[config.mk]
export PLATFORM = sky130hd
export DESIGN_NAME = axi_read_arbiter
export DESIGN_NICKNAME = d
export VERILOG_FILES = /design/src/rtl/axi_read_arbiter.sv
export SDC_FILE = /design/constraint.sdc
export NUM_CORES = 1
export LEC_CHECK = 0
export BUFFER_PORTS_ARGS = -buffer_cell sky130_fd_sc_hd__buf_2
export CORE_ASPECT_RATIO = 2
export CORE_MARGIN = 2
export CORE_UTILIZATION = 44
export CTS_CLUSTER_DIAMETER = 100
export CTS_CLUSTER_SIZE = 14
export DETAILED_ROUTE_END_ITERATION = 12
export GPL_TIMING_DRIVEN = 0
export PLACE_DENSITY = 0.8
export SYNTH_ARGS = -nofsm -noshare
export SYNTH_HDL_FRONTEND = slang
export SYNTH_SLANG_ARGS = --single-unit
[constraint.sdc]
create_clock -name aclk -period 2.2 [get_ports aclk]
set_input_delay 0.22 -clock aclk [delete_from_list [all_inputs] [get_ports aclk]]
set_output_delay 0.22 -clock aclk [all_outputs]
set_load 0.05 [all_outputs]
[src/rtl/axi_read_arbiter.sv]
// axi_read_arbiter
// Shares one AXI3 read-address / read-data channel pair between the
// instruction-fetch port and the data-load port. Only one single-beat read is
// in flight at a time. The AR fields are latched at grant time and the R beat
// is routed back to whichever requester owns the transaction.
//
// Optional feature: define ARB_ROUND_ROBIN_EN to replace the fixed
// data-over-inst priority with alternating priority. Under contention, the
// requester that did not win last time is granted.
//
// Handshake semantics: a transfer on AR happens on a rising edge where
// arvalid && arready are both high. A transfer on R happens on a rising edge
// where rvalid && rready are both high. Once arvalid is asserted, it stays
// high with araddr/arid/arsize stable until that handshake. On the requester
// side, *_req is held until the matching *_gnt is seen high in the same
// cycle. *_rvalid is a single-cycle pulse with *_rdata valid alongside it.
module axi_read_arbiter #(
   parameter int          ADDR_W  = 32,
   parameter int          DATA_W  = 32,
   parameter logic [3:0]  INST_ID = 4'd0,
   parameter logic [3:0]  DATA_ID = 4'd1
) (
   input  logic              aclk,
   input  logic              aresetn,
   // instruction-fetch requester
   input  logic              inst_req,
   input  logic [ADDR_W-1:0] inst_addr,
   output logic              inst_gnt,
   output logic [DATA_W-1:0] inst_rdata,
   output logic              inst_rvalid,
   // data-load requester
   input  logic              data_req,
   input  logic [ADDR_W-1:0] data_addr,
   input  logic [2:0]        data_size,
   output logic              data_gnt,
   output logic [DATA_W-1:0] data_rdata,
   output logic              data_rvalid,
   // status
   output logic              rd_err,
   output logic              id_err,
   output logic              busy,
   // AXI3 read-address channel
   output logic [3:0]        arid,
   output logic [ADDR_W-1:0] araddr,
   output logic [3:0]        arlen,
   output logic [2:0]        arsize,
   output logic [1:0]        arburst,
   output logic [1:0]        arlock,
   output logic [3:0]        arcache,
   output logic [2:0]        arprot,
   output logic              arvalid,
   input  logic              arready,
   // AXI3 read-data channel
   input  logic [3:0]        rid,
   input  logic [DATA_W-1:0] rdata,
   input  logic [1:0]        rresp,
   input  logic              rlast,
   input  logic              rvalid,
   output logic              rready
);

   typedef enum logic [1:0] {
      S_IDLE = 2'd0,
      S_ADDR = 2'd1,
      S_DATA = 2'd2
   } state_t;

   state_t state;
   state_t state_n;

   // High when the current transaction belongs to the data-load port.
   logic owner_data;

   // Arbitration result for this cycle, meaningful only in IDLE.
   logic pick_data;

   // R beat classification while waiting for data.
   logic beat_ok;
   logic beat_bad;

`ifdef ARB_ROUND_ROBIN_EN
   // Owner of the most recent grant: 1 = data port, 0 = inst port.
   logic last_owner_data;

   // Alternate under contention; a lone requester always wins.
   always_comb begin
      pick_data = data_req && (!inst_req || !last_owner_data);
   end
`else
   // Fixed priority: the data port always beats the inst port.
   always_comb begin
      pick_data = data_req;
   end
`endif

   // Classify an incoming R beat against the latched transaction id.
   always_comb begin
      beat_ok  = (state == S_DATA) && rvalid && (rid == arid);
      beat_bad = (state == S_DATA) && rvalid && (rid != arid);
   end

   // State register.
   always_ff @(posedge aclk) begin
      if (!aresetn) begin
         state <= S_IDLE;
      end else begin
         state <= state_n;
      end
   end

   // Next-state logic and the combinational grants.
   always_comb begin
      state_n  = state;
      inst_gnt = 1'b0;
      data_gnt = 1'b0;
      case (state)
         S_IDLE: begin
            if (aresetn) begin
               if (pick_data) begin
                  data_gnt = 1'b1;
                  state_n  = S_ADDR;
               end else if (inst_req) begin
                  inst_gnt = 1'b1;
                  state_n  = S_ADDR;
               end
            end
         end
         S_ADDR: begin
            if (arready) begin
               state_n = S_DATA;
            end
         end
         S_DATA: begin
            // A matching beat without rlast is delivered, but the FSM keeps
            // waiting for the beat that closes the transaction.
            if (beat_ok && rlast) begin
               state_n = S_IDLE;
            end
         end
         default: begin
            state_n = S_IDLE;
         end
      endcase
   end

   // Channel-level outputs are decoded directly from the state.
   always_comb begin
      arvalid = (state == S_ADDR);
      rready  = (state == S_DATA);
      busy    = (state != S_IDLE);
      arlen   = 4'd0;
      arburst = 2'b01;
      arlock  = 2'b00;
      arcache = 4'd0;
      arprot  = 3'd0;
   end

   // Capture the winning request's address, id and size at grant time.
   always_ff @(posedge aclk) begin
      if (!aresetn) begin
         araddr     <= '0;
         arid       <= 4'd0;
         arsize     <= 3'd0;
         owner_data <= 1'b0;
      end else if (data_gnt) begin
         araddr     <= data_addr;
         arid       <= DATA_ID;
         arsize     <= data_size;
         owner_data <= 1'b1;
      end else if (inst_gnt) begin
         araddr     <= inst_addr;
         arid       <= INST_ID;
         arsize     <= 3'd2;
         owner_data <= 1'b0;
      end
   end

`ifdef ARB_ROUND_ROBIN_EN
   // Remember who won the last grant to steer the next contention.
   always_ff @(posedge aclk) begin
      if (!aresetn) begin
         last_owner_data <= 1'b0;
      end else if (data_gnt) begin
         last_owner_data <= 1'b1;
      end else if (inst_gnt) begin
         last_owner_data <= 1'b0;
      end
   end
`endif

   // Route an accepted R beat to its owner as a one-cycle pulse.
   always_ff @(posedge aclk) begin
      if (!aresetn) begin
         inst_rvalid <= 1'b0;
         data_rvalid <= 1'b0;
         rd_err      <= 1'b0;
      end else begin
         inst_rvalid <= beat_ok && !owner_data;
         data_rvalid <= beat_ok && owner_data;
         rd_err      <= beat_ok && (rresp != 2'b00);
      end
   end

   // Requester data registers hold their last value between pulses.
   always_ff @(posedge aclk) begin
      if (!aresetn) begin
         inst_rdata <= '0;
         data_rdata <= '0;
      end else if (beat_ok) begin
         if (owner_data) begin
            data_rdata <= rdata;
         end else begin
            inst_rdata <= rdata;
         end
      end
   end

   // A beat with a foreign id is dropped; the flag stays set until reset.
   always_ff @(posedge aclk) begin
      if (!aresetn) begin
         id_err <= 1'b0;
      end else if (beat_bad) begin
         id_err <= 1'b1;
      end
   end

endmodule

==> flow_summary_export.csv, run 1 <==
group,metric,value,unit
run_status,status,"complete, no violations",
yosys,synth_xor_area_share,0.203,%
power,ir_worst_vdd,0.537,mV
timing,slew_viol_final,0,
yosys,synth_ff_type,"dfxtp_1",
timing,clock_skew,0.00506,ns
yosys,avgSynthCellArea,9.34,um2
power,internal_power,0.00323,W
hold_path,min_path_cells,2,
placement,place_ws,0.228,ns
cts,root_buffer,"clkbuf_16",
cts,cts-htree-levels,3,
yosys,ys_ff_latch,106,
routing,detail_route.first_pass.iterations,4,
cts,cts_buffers,9,
die,ios,239,
routing,drt-total-wl,12900,um
layout,stdcell_area,0.00595,mm2
yosys,synth-simple-area-share,12.6,%
timing,hold_viol_final,0,
global_routing,grt.overflow.total,0,
routing,vias,4128,
placement,dp_hpwl,10300,um
die,chipHeight,144,um
yosys,synth_fa_ha_area_share,0,%
die,num_rows,51,
timing,timing.fmax,490,MHz
yosys,synthCells,462,
power,p_leak,3.01,nW
yosys,seq_area_frac_synth,49.2,%
placement,port_buffers,219,
cts,clk_pin_slew,0.07,ns
cts,clock_path_buffers,2,
routing,ant_nets,0,
placement,gp_congestion,0.800,
timing,fin_crit,2.04,ns
setup_path,cp.depth,5,
global_routing,grt_max_degree,17,
routing,drt-initial-drc-count,114,
setup_path,required,1.98,ns
die,fp.dieArea,0.0107,mm2
die,core,0.00964,mm2
setup_path,critical_path_buf_inv_count,3,
power,power.share.clock,37.9,%
yosys,ys_warn_count,0,
die,die_w,74.0,um
timing,holdWs,0.0851,ns
power,p_sw,0.00128,W
setup_path,cp_slowest_cell,"or3b_1",
timing,layout_setup_ws,0.158,ns
yosys,synth_edf_count,0,
global_routing,grt.total_usage,24.0,%
layout,area_delta_synth_final,38.0,%
timing,worst_pin_slew,0.570,ns
timing,grt_setup_unrepaired,"no",
yosys,synthArstFlopShare,0,%
setup_path,r2r_start,"state[1]",
hold_path,min_to,"rd_err",
yosys,ys_types,32,
cts,clock_latency,0.34,ns
setup_path,ff2ff_setup_slack,0.20,ns
setup_path,crit_family,"buffers and inverters",
setup_path,endpoint_kind,"primary output",
cts,clkSinkCount,106,
setup_path,crit_path_start_kind,"flop",
global_routing,antenna_found_initial,0,
flow_run,drv_cap,0,
setup_path,critical_path.max_stage_delay,0.40,ns
yosys,synth-compound-area-share,12.0,%
power,power_frac_seq,44.8,%
cts,cts_tree,"yes",
routing,drc,0,
setup_path,r2r_cells,6,
placement,dpl-instance-area,0.00564,mm2
timing,fin_crit_sh,92.8,%
hold_path,hp-class,"in -> reg",
layout,fin_util,61.8,%
timing,final-setup-viol-count,0,
timing,slew_headroom,62.0,%
setup_path,crit_chain,"or3b_1 -> clkbuf_1 -> buf_2 -> nor2_1 -> buf_4",
setup_path,r2r_end,"araddr[21]",
timing,setup-tns-final,0,ns
setup_path,cp.arrival,1.82,ns
setup_path,path_class,"reg -> out",
layout,fill_cells,826,
yosys,synth_mux_area_share,14.8,%
die,start_util,44.8,%
layout,drive_gt1_share,37.5,%
power,power_density,758,mW/mm2
yosys,syn_area,0.00431,mm2
routing,wl_per_cell,15.4,um
hold_path,hp-start,"rresp[0]",
yosys,synth_top_family_by_area,"multiplexers",
global_routing,grt_pass1_wl,19800,um
routing,viasPerCell,4.90,
layout,antenna_cells,0,
power,switching_share,28.4,%
layout,layout.nets,818,
global_routing,grt_pass1_vias,4350,
power,combPwrFrac,17.3,%
setup_path,crit_fanout,10,
## synthesized netlist by cell type, drive strengths merged (3+ instances only)
cell | n | share of area [%]
a21oi | 35 | 4.1
buf | 27 | 5.7
clkbuf | 27 | 2.3
dfxtp | 106 | 49
inv | 34 | 3.0
mux2i | 64 | 15
nand2 | 102 | 8.9
nor2 | 6 | 0.52
o21ai | 5 | 0.58
o221ai | 31 | 6.3
or3 | 3 | 0.67
## flip-flops by register name (all words and copies together), names as in the netlist
signal and cells:
araddr 32, arsize 3, data_rdata 32, data_rvalid 1, id_err 1, inst_rdata 32, inst_rvalid 1, owner_data 1
rd_err 1, state 2
## metrics by stage
stage	std cells	power [W]
5_1_grt	842	0.00468
4_1_cts	842	0.00454
3_3_place_gp	829	0.00283
6_report	842	0.00452
3_5_place_dp	829	0.00284
2_1_floorplan	478	0.00259
## routing by layer
metal	vias to the layer above	GRT usage [%]	part of all wire, %	routed length (um)
li1	2010	-	-	-
met1	1906	22.6	34	4420
met2	182	46.0	55	7150
met3	30	5.78	6.7	868
met4	0	12.1	3.7	484
met5	-	0	0	0
## power groups by stage
stage / Combinational [W] / Clock [W] / Sequential (W)
after floorplan: 0.000332 / 0 / 0.00226
after global placement: 0.000764 / 0 / 0.00206
after detailed placement: 0.000778 / 0 / 0.00206
after CTS: 0.000778 / 0.00174 / 0.00202
after global routing: 0.000836 / 0.00182 / 0.00203
final: 0.000781 / 0.00171 / 0.00202
## logic make-up after synthesis
| kind of cell | after synthesis |
|---|---|
| mux | 64 |
| simple gates | 125 |
| xor+xnor | 1 |
| buf+inv | 88 |
| flops | 106 |
| other cells | 2 |
| compound gates | 76 |
## repair_timing
| item | CTS | global route |
|---|---|---|
| resized for setup | 0 | 6 |
| setup buffers | 0 | 0 |
| hold buffers | 0 | 0 |
| endpoints found under the setup margin | 1 | 2 |
## final cells by class
type	count	area, um2	area share (%)
Buffer	52	343	5.76
Clock inverter	4	76.3	1.28
Multi-Input combinational cell	284	1780	29.9
Inverter	34	128	2.14
Timing Repair Buffer	219	1100	18.4
Tap cell	132	165	2.77
Clock buffer	11	243	4.08
Sequential cell	106	2120	35.6
## cell usage in the layout (no fill, tap or decap), types with 2 or more instances in the layout
cell type  synthesis  final
nor3_1             2      2
o221ai_1          31     31
buf_4             22     23
mux2i_1           64     64
o21ai_0            5      5
inv_1             33     33
and2_1             2      2
bufinv_16          0      2
or3_4              2      2
buf_12             3      3
buf_6              2      2
nor2b_1            2      2
buf_2              0    219
a21oi_1           35     35
nand3_1            2      2
clkbuf_16          0      9
dfxtp_1          106    106
nor2_1             6      6
clkbuf_1          27     25
conb_1             2     18
nand2_1          102    102
## how the worst max path moves through the flow
stage                         from    endpoint  slack, ns
after floorplan           state[1]    inst_gnt       0.14
after global routing      state[1]    data_gnt      0.002
final                     state[1]    data_gnt       0.16
after CTS                 state[1]    inst_gnt      0.002
after detailed placement   aresetn  araddr[13]       0.23
after global placement    state[1]    inst_gnt       0.28
Power figures use the tool's default switching activity.
==> inputs of run 2 (changes only) <==
CORE_UTILIZATION = 40   (was 44)
PLACE_DENSITY = 0.77   (was 0.8)
clock period = 1.8 ns   (was 2.2 ns; I/O delays follow)
==> flow_summary_export.csv, run 2 (synthesis results as in run 1) <==
group,metric,value,unit
die,fp.dieArea,0.0117,mm2
cts,cts_buffers,9,
setup_path,critical_path_buf_inv_count,2,
timing,worst_pin_slew,0.588,ns
run_status,status,"complete, no violations",
global_routing,grt_pass1_wl,20000,um
timing,grt_setup_unrepaired,"yes",
die,core,0.0105,mm2
timing,fin_crit,1.79,ns
routing,drc,0,
routing,vias,4164,
setup_path,ff2ff_setup_slack,0.11,ns
hold_path,hp-class,"in -> reg",
setup_path,crit_family,"simple AND/OR/NAND/NOR gates",
timing,slew_headroom,60.8,%
power,power_density,876,mW/mm2
placement,port_buffers,219,
global_routing,grt_max_degree,18,
routing,ant_nets,0,
cts,root_buffer,"clkbuf_16",
cts,clk_pin_slew,0.07,ns
timing,clock_skew,0.00718,ns
power,ir_worst_vdd,0.499,mV
setup_path,r2r_cells,5,
setup_path,cp_slowest_cell,"or4b_4",
timing,slew_viol_final,0,
setup_path,critical_path.max_stage_delay,0.54,ns
global_routing,grt.overflow.total,0,
cts,clock_latency,0.34,ns
die,chipHeight,151,um
die,num_rows,53,
timing,fin_crit_sh,99.2,%
setup_path,crit_path_start_kind,"flop",
routing,wl_per_cell,15.5,um
layout,area_delta_synth_final,39.2,%
cts,clock_path_buffers,2,
timing,hold_viol_final,0,
setup_path,r2r_end,"araddr[16]",
routing,drt-initial-drc-count,101,
cts,cts_tree,"yes",
layout,fill_cells,952,
timing,timing.fmax,560,MHz
routing,drt-total-wl,13200,um
setup_path,path_class,"reg -> out",
setup_path,startpoint,"state[0]",
global_routing,grt.total_usage,21.8,%
setup_path,endpoint_kind,"primary output",
layout,antenna_cells,0,
routing,detail_route.first_pass.iterations,4,
layout,final_cell_mix,"buf_2, dfxtp_1, nand2_1",
placement,gp_congestion,0.828,
die,start_util,41.2,%
global_routing,grt_pass1_vias,4154,
cts,clkSinkCount,106,
flow_run,drv_cap,0,
layout,drive_gt1_share,38.9,%
cts,cts-htree-levels,3,
setup_path,crit_path_end,"inst_gnt",
power,p_leak,3.04,nW
die,die_w,77.4,um
setup_path,required,1.62,ns
layout,reg_top3,"araddr: 32 flops, data_rdata: 32 flops, inst_rdata: 32 flops",
die,ios,239,
layout,fin_util,57.3,%
setup_path,cp.depth,4,
placement,dp_hpwl,10600,um
layout,layout_commonest_cell,"buf_2",
setup_path,cp.arrival,1.61,ns
setup_path,crit_chain,"or4b_4 -> buf_8 -> nor2_4 -> buf_8",
global_routing,antenna_found_initial,0,
setup_path,worst_path_most_repeated_cell,"buf_8",
timing,holdWs,0.0591,ns
layout,layout.nets,821,
timing,final-setup-viol-count,0,
routing,viasPerCell,4.89,
setup_path,crit_fanout,6,
setup_path,r2r_start,"state[0]",
run 2: changes by cell type in the layout (fill, tap and decap cells not counted), sizes merged:
| cell | delta |
|---|---|
| buf | +3 |
| bufinv | -2 |
| clkinv | +2 |
| clkbuf | -1 |
| dlymetal6s2s | +1 |
| inv | +1 |
run 2: per-layer routing:
layer	vias up	share of wire, %	track usage, %
met5	-	0	0
met1	1914	34	20.0
met3	30	6.4	4.71
met4	0	3.4	11.9
li1	2023	-	-
met2	197	57	43.2
run 2: final cells by class:
| cell class | instances | area (um2) | area share [%] |
|---|---|---|---|
| Timing Repair Buffer | 222 | 1140 | 19.0 |
| Tap cell | 137 | 171 | 2.85 |
| Clock inverter | 5 | 38.8 | 0.646 |
| Inverter | 34 | 128 | 2.12 |
| Clock buffer | 11 | 233 | 3.87 |
| Sequential cell | 106 | 2130 | 35.5 |
| Buffer | 52 | 367 | 6.10 |
| Multi-Input combinational cell | 284 | 1800 | 30.0 |
run 2: worst min-delay path by stage:
stage / slack, ns / cells past startpoint / from / end
after CTS: 0.04 / 2 / rresp[0] / rd_err
after global placement: 0.38 / 2 / rresp[0] / rd_err
after global routing: 0.05 / 2 / rresp[0] / rd_err
after floorplan: 0.29 / 1 / rresp[0] / rd_err
after detailed placement: 0.40 / 2 / rresp[0] / rd_err
final: 0.06 / 2 / rresp[0] / rd_err
run 2: power by group:
part | internal (W) | switching, W | total, W
combinational | 0.000299 | 0.000684 | 0.000983
sequential | 0.00242 | 0.0000484 | 0.00247
clock | 0.000948 | 0.000862 | 0.00181
run 2: metrics by stage:
step	worst slack, ns	area, um2	instances	TNS, ns	total power [W]
detailed placement	-0.236	5650	834	-3.53	0.00347
finish	0.0146	6010	851	0	0.00526
CTS	-0.0104	5980	850	-0.0104	0.00531
global route	-0.0503	6010	851	-0.0644	0.00548
floorplan	-0.000134	4380	478	-0.000134	0.00317
global placement	-0.225	5650	834	-1.35	0.00346
run 2: worst reg2reg max path: stages (launching register included):
cell and delay, ns:
dfxtp_4 0.37, or4b_4 0.54, buf_4 0.17, clkbuf_2 0.19, o221ai_1 0.24, a21oi_1 0.06
run 2: what timing repair did:
item,in CTS,in global routing
hold buffers,0,0
endpoints found under the setup margin,4,37
gates resized for setup,17,9
buffers inserted,2,1
pin swaps,1,1
==> inputs of run 3 (changes only) <==
CORE_ASPECT_RATIO = unset   (was 2)
==> flow_summary_export.csv, run 3 (synthesis results as in run 1) <==
group,metric,value,unit
power,internal_power,0.00325,W
run_status,status,"complete, but fails checks",
layout,reg_top3,"araddr: 32 flops, data_rdata: 32 flops, inst_rdata: 32 flops",
timing,timing.fmax,548,MHz
power,p_total,0.00475,W
setup_path,endpoint_kind,"primary output",
power,power_density,802,mW/mm2
setup_path,cp.arrival,1.64,ns
power,p_sw,0.00150,W
timing,grt_setup_unrepaired,"yes",
power,combPwrFrac,20.8,%
layout,regArea,0.00213,mm2
setup_path,r2r_cells,5,
routing,viasPerCell,4.87,
setup_path,required,1.62,ns
layout,multiInputGateArea,0.00179,mm2
power,power_frac_seq,51.9,%
timing,fin_crit,1.82,ns
power,p_leak,3.01,nW
setup_path,crit_path_end,"inst_gnt",
die,fp.dieArea,0.0116,mm2
layout,area_delta_synth_final,37.4,%
timing,hold_viol_final,0,
timing,final-setup-viol-count,1,
routing,detail_route.first_pass.iterations,5,
setup_path,crit_fanout,5,
routing,drt-total-wl,12900,um
power,ir_worst_vdd,0.483,mV
hold_path,hp-class,"in -> reg",
cts,cts-htree-levels,3,
global_routing,grt.total_usage,21.2,%
die,die_w,108,um
power,switching_share,31.6,%
placement,port_buffers,219,
timing,fin_crit_sh,101,%
placement,dp_hpwl,9900,um
placement,dpl-instance-area,0.00565,mm2
timing,slew_viol_final,0,
layout,layout_commonest_cell,"buf_2",
layout,stdcell_area,0.00593,mm2
timing,worst_pin_slew,0.569,ns
timing,setup-tns-final,-0.0232,ns
layout,fill_cells,959,
placement,gp_congestion,0.947,
die,core,0.0104,mm2
run_status,violations,"negative setup slack",
layout,antenna_cells,0,
die,num_rows,37,
routing,drc,0,
layout,final_cell_mix,"buf_2, dfxtp_1, nand2_1",
cts,root_buffer,"clkbuf_8",
setup_path,crit_path_start_kind,"flop",
die,start_util,41.4,%
global_routing,antenna_found_initial,1,
die,ios,239,
timing,layout_setup_ws,-0.0232,ns
cts,clock_latency,0.36,ns
routing,top_layer,"met5",
timing,clock_skew,0.0124,ns
routing,wl_per_cell,15.1,um
routing,wl_met2,6520,um
routing,wl_met3,791,um
setup_path,startpoint,"state[0]",
global_routing,grt_pass1_wl,19200,um
layout,layout.nets,826,
power,power.share.clock,27.3,%
routing,vias,4151,
setup_path,ff2ff_setup_slack,0.09,ns
routing,ant_nets,0,
global_routing,grt_pass1_vias,3877,
cts,cts_buffers,9,
setup_path,path_class,"reg -> out",
cts,clkSinkCount,106,
setup_path,r2r_start,"state[0]",
timing,slew_headroom,62.1,%
layout,fin_util,56.9,%
cts,clock_path_buffers,2,
flow_run,drv_cap,0,
routing,met1Wirelength,5340,um
cts,cts_tree,"yes",
setup_path,r2r_end,"araddr[19]",
global_routing,grt.overflow.total,0,
routing,drt-initial-drc-count,277,
cts,clk_pin_slew,0.10,ns
global_routing,grt_max_degree,16,
die,chipHeight,108,um
layout,drive_gt1_share,39.5,%
==> run 3: routing by layer <==
layer	vias up	global-route usage (%)
met5	-	0
met4	2	8.15
met3	20	4.06
met2	150	35.9
met1	1956	26.6
li1	2023	-
==> run 3: cell type report <==
cell class / count / area share (%)
Buffer: 52 / 6.25
Clock buffer: 11 / 2.39
Clock inverter: 3 / 0.296
Inverter: 34 / 2.15
Multi-Input combinational cell: 284 / 30.3
Sequential cell: 106 / 35.9
Tap cell: 136 / 2.87
Timing Repair Buffer: 227 / 19.9
==> run 3: through the flow <==
stage | instances | setup slack [ns] | hold slack (ns)
floorplan | 478 | -0.000134 | 0.290
global placement | 833 | -0.316 | 0.376
detailed placement | 833 | -0.360 | 0.392
CTS | 851 | -0.0385 | 0.00393
global route | 853 | -0.0832 | 0.0160
finish | 853 | -0.0232 | 0.0245
==> run 3: worst min path at each step <==
stage / startpoint / endpoint / slack, ns / cells past startpoint
after floorplan: rresp[0] / rd_err / 0.29 / 1
after global placement: rresp[0] / rd_err / 0.38 / 2
after detailed placement: rresp[0] / rd_err / 0.39 / 2
after CTS: rresp[1] / rd_err / 0.004 / 2
after global routing: rresp[1] / rd_err / 0.02 / 2
final: rresp[1] / rd_err / 0.02 / 2
==> run 3: power groups by stage <==
stage                     Combinational [W]  Sequential, W  Clock [W]
after floorplan                    0.000407        0.00277          0
after global placement             0.000934        0.00252          0
after detailed placement           0.000944        0.00252          0
after CTS                          0.000977        0.00247    0.00133
after global routing                0.00106        0.00248    0.00141
final                              0.000989        0.00247    0.00130
==> run 3: worst max-delay path: stages, from the launching register on <==
cell and delay, ns:
dfxtp_4 0.38, or4b_4 0.54, buf_8 0.14, nor2_4 0.08
buf_8 0.15
==> run 3: repair_timing <==
item | CTS | global route
buffers inserted | 4 | 2
endpoints found under the setup margin | 4 | 61
gates resized for setup | 16 | 14
hold buffers | 2 | 0
hold endpoints to repair | 2 | 0
pin swaps | 2 | 1
